==> config.mk <==
export PLATFORM = sky130hd
export DESIGN_NAME = cavlc_blk_sched
export DESIGN_NICKNAME = d
export VERILOG_FILES = /design/src/rtl/cavlc_pkg.sv /design/src/rtl/cavlc_lat_timer.sv /design/src/rtl/cavlc_blk_sched.sv
export SDC_FILE = /design/constraint.sdc
export NUM_CORES = 1
export LEC_CHECK = 0
export BUFFER_PORTS_ARGS = -buffer_cell sky130_fd_sc_hd__buf_2
export CORE_MARGIN = 2
export CORE_UTILIZATION = 45
export CTS_CLUSTER_DIAMETER = 40
export DETAILED_ROUTE_END_ITERATION = 7
export PLACE_DENSITY_LB_ADDON = 0.25
export SYNTH_ARGS = -nofsm -noshare
export SYNTH_HDL_FRONTEND = slang
export SYNTH_SLANG_ARGS = --single-unit
==> constraint.sdc <==
create_clock -name clk -period 1.9 [get_ports clk]
set_clock_uncertainty 0.1 [all_clocks]
set_input_delay 0.38 -clock clk [delete_from_list [all_inputs] [get_ports clk]]
set_output_delay 0.38 -clock clk [all_outputs]
set_load 0.01 [all_outputs]
==> src/rtl/cavlc_pkg.sv <==
// Shared types for the CAVLC block scheduler: FSM states, captured result record, block geometry.
package cavlc_pkg;

    localparam int CAVLC_BLK_COEFFS = 16;
    localparam int CAVLC_COEFF_W    = 8;
    localparam int CAVLC_BLK_W      = CAVLC_BLK_COEFFS * CAVLC_COEFF_W;

    typedef enum logic [1:0] {
        IDLE  = 2'd0,
        ISSUE = 2'd1,
        WAIT  = 2'd2,
        HOLD  = 2'd3
    } cavlc_state_t;

    typedef struct packed {
        logic [1:0] t1_cnt;
        logic [2:0] t1_flag;
        logic [3:0] tz_cnt;
        logic [3:0] tc_cnt;
        logic [3:0] blk_idx;
    } cavlc_res_t;

    function automatic logic [3:0] cavlc_idx_inc(input logic [3:0] idx, input int blks);
        return (idx == 4'(blks - 1)) ? 4'd0 : idx + 4'd1;
    endfunction

endpackage

==> src/rtl/cavlc_lat_timer.sv <==
// Loadable down-counter covering the core scan latency; done_o flags a zero count.
module cavlc_lat_timer #(
    parameter int SCAN_LAT = 17,
    parameter int CNT_W    = $clog2(SCAN_LAT)
) (
    input  logic clk,
    input  logic rst,
    input  logic load_i,
    input  logic en_i,
    output logic done_o
);

    logic [CNT_W-1:0] cnt_q;

    always_ff @(posedge clk) begin
        if (!rst) begin
            cnt_q <= '0;
        end else if (load_i) begin
            cnt_q <= CNT_W'(SCAN_LAT - 1);
        end else if (en_i) begin
            cnt_q <= cnt_q - CNT_W'(1);
        end
    end

    assign done_o = (cnt_q == '0);

endmodule

==> src/rtl/cavlc_blk_sched.sv <==
// Feeds one 4x4 block at a time to the CAVLC statistics core and returns its indexed result.
// Optional CAVLC_SKIP_ZERO_BLK_EN: all-zero blocks bypass the core and return zero stats next cycle.
module cavlc_blk_sched
    import cavlc_pkg::*;
#(
    parameter int SCAN_LAT = 17,
    parameter int MB_BLKS  = 16
) (
    input  logic                   clk,
    input  logic                   rst,
    input  logic                   frame_sync_i,
    input  logic                   blk_valid_i,
    output logic                   blk_ready_o,
    input  logic [CAVLC_BLK_W-1:0] blk_coeff_i,
    output logic                   core_valid_o,
    output logic [CAVLC_BLK_W-1:0] core_scale_o,
    input  logic [1:0]             core_t1_cnt_i,
    input  logic [2:0]             core_t1_flag_i,
    input  logic [3:0]             core_tz_cnt_i,
    input  logic [3:0]             core_tc_cnt_i,
    output logic                   res_valid_o,
    input  logic                   res_ready_i,
    output logic [1:0]             res_t1_cnt_o,
    output logic [2:0]             res_t1_flag_o,
    output logic [3:0]             res_tz_cnt_o,
    output logic [3:0]             res_tc_cnt_o,
    output logic [3:0]             res_blk_idx_o,
    output logic                   res_mb_last_o
);

    cavlc_state_t           state_q;
    logic                   blk_ready_q;
    logic                   core_valid_q;
    logic                   res_valid_q;
    logic [CAVLC_BLK_W-1:0] core_scale_q;
    cavlc_res_t             res_q;
    logic [3:0]             blk_idx_q;
    logic [3:0]             blk_idx_d;
    logic                   accept;
    logic                   tmr_load;
    logic                   tmr_en;
    logic                   tmr_done;

    assign accept    = blk_valid_i & blk_ready_q;
    assign blk_idx_d = cavlc_idx_inc(blk_idx_q, MB_BLKS);
    assign tmr_load  = (state_q == ISSUE);
    assign tmr_en    = (state_q == WAIT) && !tmr_done;

    cavlc_lat_timer #(
        .SCAN_LAT (SCAN_LAT)
    ) u_lat_timer (
        .clk    (clk),
        .rst    (rst),
        .load_i (tmr_load),
        .en_i   (tmr_en),
        .done_o (tmr_done)
    );

    always_ff @(posedge clk) begin
        if (!rst) begin
            state_q      <= IDLE;
            blk_ready_q  <= 1'b1;
            core_valid_q <= 1'b0;
            res_valid_q  <= 1'b0;
            core_scale_q <= '0;
            res_q        <= '0;
            blk_idx_q    <= '0;
        end else begin
            case (state_q)
                IDLE: begin
                    if (frame_sync_i) begin
                        blk_idx_q <= '0;
                    end
                    if (accept) begin
                        core_scale_q <= blk_coeff_i;
                        blk_ready_q  <= 1'b0;
`ifdef CAVLC_SKIP_ZERO_BLK_EN
                        if (blk_coeff_i == '0) begin
                            // Zero block: statistics are trivially zero, the core is never started.
                            res_q.t1_cnt  <= '0;
                            res_q.t1_flag <= '0;
                            res_q.tz_cnt  <= '0;
                            res_q.tc_cnt  <= '0;
                            res_q.blk_idx <= frame_sync_i ? 4'd0 : blk_idx_q;
                            res_valid_q   <= 1'b1;
                            state_q       <= HOLD;
                        end else begin
                            core_valid_q <= 1'b1;
                            state_q      <= ISSUE;
                        end
`else
                        core_valid_q <= 1'b1;
                        state_q      <= ISSUE;
`endif
                    end
                end
                ISSUE: begin
                    core_valid_q <= 1'b0;
                    state_q      <= WAIT;
                end
                WAIT: begin
                    if (tmr_done) begin
                        res_q.t1_cnt  <= core_t1_cnt_i;
                        res_q.t1_flag <= core_t1_flag_i;
                        res_q.tz_cnt  <= core_tz_cnt_i;
                        res_q.tc_cnt  <= core_tc_cnt_i;
                        res_q.blk_idx <= blk_idx_q;
                        res_valid_q   <= 1'b1;
                        state_q       <= HOLD;
                    end
                end
                HOLD: begin
                    if (res_ready_i) begin
                        res_valid_q <= 1'b0;
                        blk_ready_q <= 1'b1;
                        blk_idx_q   <= blk_idx_d;
                        state_q     <= IDLE;
                    end
                end
                default: state_q <= IDLE;
            endcase
        end
    end

    assign blk_ready_o   = blk_ready_q;
    assign core_valid_o  = core_valid_q;
    assign core_scale_o  = core_scale_q;
    assign res_valid_o   = res_valid_q;
    assign res_t1_cnt_o  = res_q.t1_cnt;
    assign res_t1_flag_o = res_q.t1_flag;
    assign res_tz_cnt_o  = res_q.tz_cnt;
    assign res_tc_cnt_o  = res_q.tc_cnt;
    assign res_blk_idx_o = res_q.blk_idx;
    assign res_mb_last_o = (res_q.blk_idx == 4'(MB_BLKS - 1));

endmodule

## Yosys cells after proc, flatten, opt, wreduce, memory -nomap -nowiden

Cells that the tools add are included.

- Bits in registers: 159
- Input port bits: 146
- Output and inout bits: 149

- Add/subtract/negate cells: 2
- Equality and inequality tests: 9
- Mux-type cells: 18
- Bitwise operators: 2
- Reductions and logical operators: 16

Operator list:

| kind | number |
|---|---|
| 2-to-1 mux 4 bit | 3 |
| AND reduction 3 bit | 4 |
| 2-to-1 mux 5 bit | 2 |
| == test 4 bit (second input constant) | 2 |
| != test 2 bit (second input constant) | 4 |
| case mux 2 bit (4 select lines) | 1 |
| case mux 4 bit (2 select lines) | 1 |
| nonzero test 2 bit | 4 |
| 2-to-1 mux 2 bit | 3 |
| case mux 1 bit (2 select lines) | 3 |
| AND reduction 2 bit | 3 |
| logical NOT 5 bit | 1 |
| 2-to-1 mux 1 bit | 5 |
| subtractor 5 x 1 -> 5 bit (second input constant) | 1 |
| adder 4 x 1 -> 4 bit (second input constant) | 1 |
| == test 2 bit (second input constant) | 2 |
| == test 2 x 1 -> 1 bit (second input constant) | 1 |
| logical NOT 2 bit | 1 |
| OR reduction 2 bit | 1 |
| bitwise AND 1 bit | 1 |
| logical AND 1 bit | 1 |
| logical NOT 1 bit | 1 |
| inverter 1 bit | 1 |

## Logic depth before layout (Yosys ltp)

Gate-level depths: netlist (run 1).

- Depth in word-level cells: 5
- Mapped depth: 8

## Hierarchy

Synthesis (run 1) repeated with hierarchy kept, for this count alone.

- Cell total of the unflattened synthesis: 718
- Area total of the unflattened synthesis: 5710.5 µm²

By module, submodules not included:

| module | times used | cells an instance | area each (µm²) |
|---|---|---|---|
| cavlc_blk_sched | 1 | 695 | 5481.5 |
| cavlc_lat_timer | 1 | 23 | 229.0 |

## Least setup slack after synthesis (run 1)

OpenSTA, ideal clock, no wires.

- Path kind: register to register
- From: register state_q[0]
- To: register res_q (netlist bit res_blk_idx_o[2])
- Library setup time: 0.132 ns
- Data arrival time: 1.421 ns
- Slack: 0.247 ns
- Stages on the path, launching flop included: 9
- Path buffers: 2
- Period minus slack after synthesis: 1.653 ns
- Cell sequence: dfxtp_1 -> inv_1 -> ha_1 -> nand4bb_1 -> or2_1 -> buf_2 -> buf_2 -> nand2_1 -> a21oi_1

- Cells in the longest elaborated chain, start to end: 2

RTL lines:

| element | line | source |
|---|---|---|
| start: declaration | cavlc_blk_sched.sv:31 | `cavlc_state_t state_q;` |
| start signal: assignment | cavlc_blk_sched.sv:61 | `state_q <= IDLE;` |
| start signal: assignment | cavlc_blk_sched.sv:93 | `state_q <= ISSUE;` |
| start signal: assignment | cavlc_blk_sched.sv:99 | `state_q <= WAIT;` |
| == test 2 bit | cavlc_blk_sched.sv:69 | `case (state_q)` |
| AND reduction 2 bit (no source line) | n/a |  |
| end: declaration | cavlc_blk_sched.sv:36 | `cavlc_res_t res_q;` |

No other way between the ends.
A chain may end at the register's enable or synchronous reset.

## Worst setup path after layout (run 1)

- From: register state_q[0]
- To: register core_scale_q[37] (netlist: core_scale_o[37])

- Cells in the longest elaborated chain, start to end: 2

RTL lines:

| element | line | source |
|---|---|---|
| logical NOT 2 bit | cavlc_blk_sched.sv:69 |  |
| AND reduction 2 bit (no source line) | n/a |  |
| end signal: assignment | cavlc_blk_sched.sv:75 | `core_scale_q <= blk_coeff_i;` |
| end: declaration | cavlc_blk_sched.sv:35 | `logic [CAVLC_BLK_W-1:0] core_scale_q;` |

No other way between the ends.

==> flow_metrics.tcl, run 1 <==
set metrics [dict create \
    yosysUniqueCellTypes 43 \
    r2r_slack_ps 140 \
    die_y_um 117 \
    crit_path_end_kind "flip-flop" \
    postCtsHoldBufs 0 \
    seq_area_frac_synth 0.553 \
    r2r_end "core_scale_o[37]" \
    die_w_um 117 \
    path_cells "inv_1 -> ha_2 -> and3_4 -> buf_12 -> nand2_1 -> a21oi_1" \
    ir_drop_v 0.00112 \
    grt_pass1_vias 4819 \
    maxSlewViolCount 0 \
    synth_enable_flop_cells 0 \
    fin_nets 1151 \
    io_buffers 294 \
    setup_slack_ps 140 \
    crit_path_start_kind "flip-flop" \
    synthArstFlopShare 0 \
    cp-endpoint "core_scale_o[37]" \
    hp-class "in2reg" \
    drt_iter0_drc 294 \
    drc 0 \
    reg2reg_depth 6 \
    h-tree-depth 4 \
    grt_start_max_net_pins 51 \
    fin_crit_ps 1760 \
    track_usage 0.222 \
    slew_headroom 0.744 \
    final_area_um2 8050 \
    grt_first_pass_wirelength_um 23600 \
    cap_violations 0 \
    dpl.hpwl_um 11400 \
    rsz0062_at_grt "false" \
    final_cell_mix "nand2_1 (298), buf_2 (294), dfxtp_1 (159), a21oi_1 (150), clkbuf_16 (17)" \
    power.density_nw_per_um2 1430 \
    outcome "finished, final reports clean" \
    dr.pass1.iters 4 \
    timing.setup.tns_ps 0 \
    layout-drive-gt1-share 0.347 \
    avgSynthCellArea_um2 8.00 \
    dpl_worst_slack_ps 79.7 \
    clock_sinks 159 \
    cts.repair.resized 0 \
    setup_viol 0 \
    critPathMaxStageDelay_ps 370 \
    rows 41 \
    cp.arrival_ps 2000 \
    r2r-start "state_q[0]" \
    yosysWarnings 0 \
    vias_per_cell 4.77 \
    overflow 0 \
    worstSkewPairLatency_ps 410 \
    crit_slowest_cell "and3_4" \
    finalCritPeriodShare 0.926 \
    die_area_um2 13700 \
    ios 295 \
    crit_type "reg2reg" \
    initial_core_util 0.458 \
    syn_area_um2 5750 \
    antenna_cells 0 \
    leakage_nw 3.76 \
    synthCells 719 \
    crit_start "state_q[0]" \
    post_cts_buffers 0 \
    max_freq_ghz 0.568 \
    synth.ff_latch_count 159 \
    drt-total-wl_um 16100 \
    clkTransAtPathRegs_ps 60 \
    area_growth_pct 40.0 \
    cts_tree "built" \
    syn_nets 871 \
    cts_buffers 17 \
    fin_util 0.641 \
    crit_required_ps 2140 \
    wl_per_cell_um 13.6 \
    gp_congestion 0.805 \
    hold_viol 0 \
    worstPathMaxFanout 44 \
    synth-main-ff-cell "dfxtp_1" \
    num_vias 5637 \
    postPlaceCellArea_um2 7480 \
    ant_nets 0 \
    clockBufferDepth 2 \
    coreArea_um2 12600 \
    layout_commonest_cell "nand2_1" \
    cts-root-buf "clkbuf_16" \
    worst_pin_slew_ps 385 \
    antenna_found_initial 0 \
]
==> cell type report <==
cell class / count / area, um2
fillers: 1145 / 4520
flip-flops and latches: 159 / 3180
multi-input cells: 503 / 2330
repair buffers: 311 / 1720
clock buffers: 20 / 457
well taps: 172 / 215
clock inverters: 11 / 115
inverters: 7 / 28.8
==> worst min path at each step <==
| stage | from | end | slack (ps) | cells past startpoint |
|---|---|---|---|---|
| 3_3_place_gp | core_scale_o[20] | core_scale_o[20] | 340 | 2 |
| 3_5_place_dp | core_scale_o[20] | core_scale_o[20] | 340 | 2 |
| 5_1_grt | blk_coeff_i[118] | core_scale_o[118] | 80 | 3 |
| 4_1_cts | blk_coeff_i[84] | core_scale_o[84] | 80 | 3 |
| 6_report | blk_coeff_i[66] | core_scale_o[66] | 100 | 3 |
| 2_1_floorplan | blk_idx_q[3] | res_blk_idx_o[3] | 330 | 2 |
==> Yosys cell counts, types with 2 or more instances <==
cell type / instances / area share
a21oi_1: 150 / 0.13
a211oi_1: 2 / 0.0026
nor2b_1: 2 / 0.0022
o21ai_0: 2 / 0.0017
dfxtp_1: 159 / 0.55
inv_1: 6 / 0.0039
nand3_1: 3 / 0.0026
mux2i_1: 2 / 0.0035
buf_2: 31 / 0.027
nand2_1: 298 / 0.19
nor2_1: 8 / 0.0052
clkbuf_1: 16 / 0.010
xnor2_1: 3 / 0.0046
ha_1: 6 / 0.013
buf_4: 2 / 0.0026
nor3_1: 2 / 0.0017
==> layer usage <==
metal  vias to the layer above  share of wire  global-route usage
li1                       2882              -                   -
met1                      2532           0.41               0.257
met2                       197           0.49               0.377
met3                        26          0.081              0.0757
met4                         0          0.020              0.0894
met5                         -              0                   0
==> state kept, by name, summed over array words and instances, names as in the netlist, 3 cells and up <==
signal             count
res_tz_cnt_o           4
res_blk_idx_o          4
blk_idx_q              4
core_scale_o         128
res_t1_flag_o          3
u_lat_timer.cnt_q      5
res_tc_cnt_o           4
==> worst max-delay path: cells and delay by family (launching register included) <==
kind,cells,cell delay [ps]
AO/OA/AOI/OAI,1,130
buffers and inverters,2,360
flip-flops,1,330
AND/OR/NAND/NOR,2,460
adder cells (fa/ha/maj),1,280
==> where the power goes <==
part	internal, mW	switching [mW]	total [mW]
combinational	1.55	2.29	3.84
clock	1.99	1.29	3.28
sequential	4.05	0.369	4.42
total	7.58	3.95	11.5
==> kinds of logic after synthesis <==
family | share of synthesized area
flops | 0.553
fa+ha+maj | 0.0130
mux | 0.00587
xor+xnor | 0.00609
buf+inv | 0.0452
compound gates | 0.155
simple gates | 0.221
==> metrics by stage <==
stage	hold slack, ps	total power [mW]	std cells
after global routing	76.6	12.3	1183
after global placement	339	8.28	1152
after floorplan	332	6.78	719
final	103	11.5	1183
after detailed placement	343	8.35	1152
after CTS	83.2	11.7	1183
No activity file was read; power rests on OpenSTA's default activity.
==> run 2: changes to the inputs <==
CAP_MARGIN = 20   (was unset)
REMOVE_ABC_BUFFERS = 1   (was unset)
==> flow_metrics.tcl, run 2 (synthesized netlist as in run 1, its figures left out) <==
set metrics [dict create \
    cp.arrival_ps 1970 \
    crit_type "reg2reg" \
    worstSkewPairLatency_ps 410 \
    antenna_found_initial 0 \
    io_buffers 294 \
    worst_pin_slew_ps 309 \
    max_freq_ghz 0.567 \
    ios 295 \
    ant_nets 0 \
    power_mw 11.6 \
    antenna_cells 0 \
    crit_slowest_cell "mux2i_2" \
    outcome "finished, final reports clean" \
    grt_start_max_net_pins 45 \
    layout_commonest_cell "nand2_1" \
    clockBufferDepth 2 \
    cts-root-buf "clkbuf_16" \
    cp_num_buf_inv 1 \
    fin_nets 1154 \
    dpl_worst_slack_ps 145 \
    coreArea_um2 12600 \
    hold_viol 0 \
    drc 0 \
    dp_cells 1155 \
    track_usage 0.223 \
    worstPathMaxFanout 7 \
    power.density_nw_per_um2 1430 \
    rsz0062_at_grt "false" \
    critPathTopFamily "compound AO/OA/AOI/OAI gates" \
    die_y_um 117 \
    cts.repair.resized 0 \
    finalCritPeriodShare 0.928 \
    crit_path_end_kind "flip-flop" \
    cts_tree "built" \
    area_growth_pct 40.6 \
    crit_path_start_kind "flip-flop" \
    path_cells "inv_1 -> ha_2 -> mux2i_2 -> a21oi_1 -> o41ai_1" \
    leakage_nw 3.77 \
    wl_per_cell_um 13.7 \
    clkTransAtPathRegs_ps 60 \
    post_cts_buffers 0 \
    nFillCells 1147 \
    fin_cells 1186 \
    grt_first_pass_wirelength_um 23800 \
    layout-drive-gt1-share 0.350 \
    overflow 0 \
    critPathMaxStageDelay_ps 360 \
    fin_crit_ps 1760 \
    dpl.hpwl_um 11700 \
    clock_sinks 159 \
    fin_util 0.643 \
    setup_slack_ps 137 \
    num_vias 5647 \
    drt_iter0_drc 301 \
    crit_required_ps 2100 \
    postPlaceCellArea_um2 7510 \
    dr.pass1.iters 4 \
    vias_per_cell 4.76 \
    die_area_um2 13700 \
    die_w_um 117 \
    drt-total-wl_um 16200 \
    cts_buffers 17 \
    postCtsHoldBufs 0 \
    hp-class "in2reg" \
    h-tree-depth 4 \
    initial_core_util 0.458 \
    final_cell_mix "nand2_1 (298), buf_2 (294), dfxtp_1 (159), a21oi_1 (150), clkbuf_16 (17)" \
    gp_congestion 0.801 \
    maxSlewViolCount 0 \
    largest_register_ffs 128 \
    whs_ps 94.2 \
    ir_drop_v 0.000774 \
    setup_viol 0 \
    rows 41 \
    cap_violations 0 \
    grt_pass1_vias 4964 \
    timing.setup.tns_ps 0 \
    slew_headroom 0.790 \
    final_area_um2 8090 \
]
-- run 2: cell types whose count changed in the layout (fill, tap and decap cells not counted) --
| cell | delta |
|---|---|
| clkinv_4 | +1 |
| buf_4 | +2 |
| ha_1 | -1 |
| bufinv_16 | -1 |
| clkbuf_8 | +2 |
| ha_2 | +1 |
| clkinv_2 | -2 |
| buf_12 | +1 |
-- run 2: cell type report --
type / count / area [um2] / share of cell area
Clock inverter: 9 / 83.8 / 0.0104
Timing Repair Buffer: 314 / 1760 / 0.218
Clock buffer: 22 / 484 / 0.0599
Tap cell: 172 / 215 / 0.0266
Sequential cell: 159 / 3180 / 0.394
Multi-Input combinational cell: 503 / 2330 / 0.288
Inverter: 7 / 28.8 / 0.00356
-- run 2: power breakdown --
part	internal, mW	total (mW)	switching (mW)	leakage [nW]
combinational	1.62	3.94	2.32	2.19
sequential	4.05	4.42	0.369	1.30
clock	1.93	3.24	1.31	0.282
-- run 2: path summary, 6_finish.rpt --
path | end | start | depth (start not counted) | slack (ps)
setup / recovery | blk_idx_q[3] | state_q[0] | 5 | 140
hold / removal | core_scale_o[125] | blk_coeff_i[125] | 3 | 90
setup reg to reg | blk_idx_q[3] | state_q[0] | 5 | 140
hold reg to reg | core_scale_o[126] | core_scale_o[126] | 2 | 350
-- run 2: worst reg2reg max path: cells and delay by family, from the launching register on --
family	cells	cell delay, ps
adders and majority gates	1	290
buffers and inverters	1	100
AOI/OAI and AO/OA	2	460
muxes	1	360
DFF	1	330
-- run 2: metal layers --
layer / routed length [um] / share of wire / track usage
met3: 1190 / 0.073 / 0.0618
met5: 0 / 0 / 0
met2: 8200 / 0.51 / 0.393
met1: 6500 / 0.40 / 0.253
met4: 347 / 0.021 / 0.0925
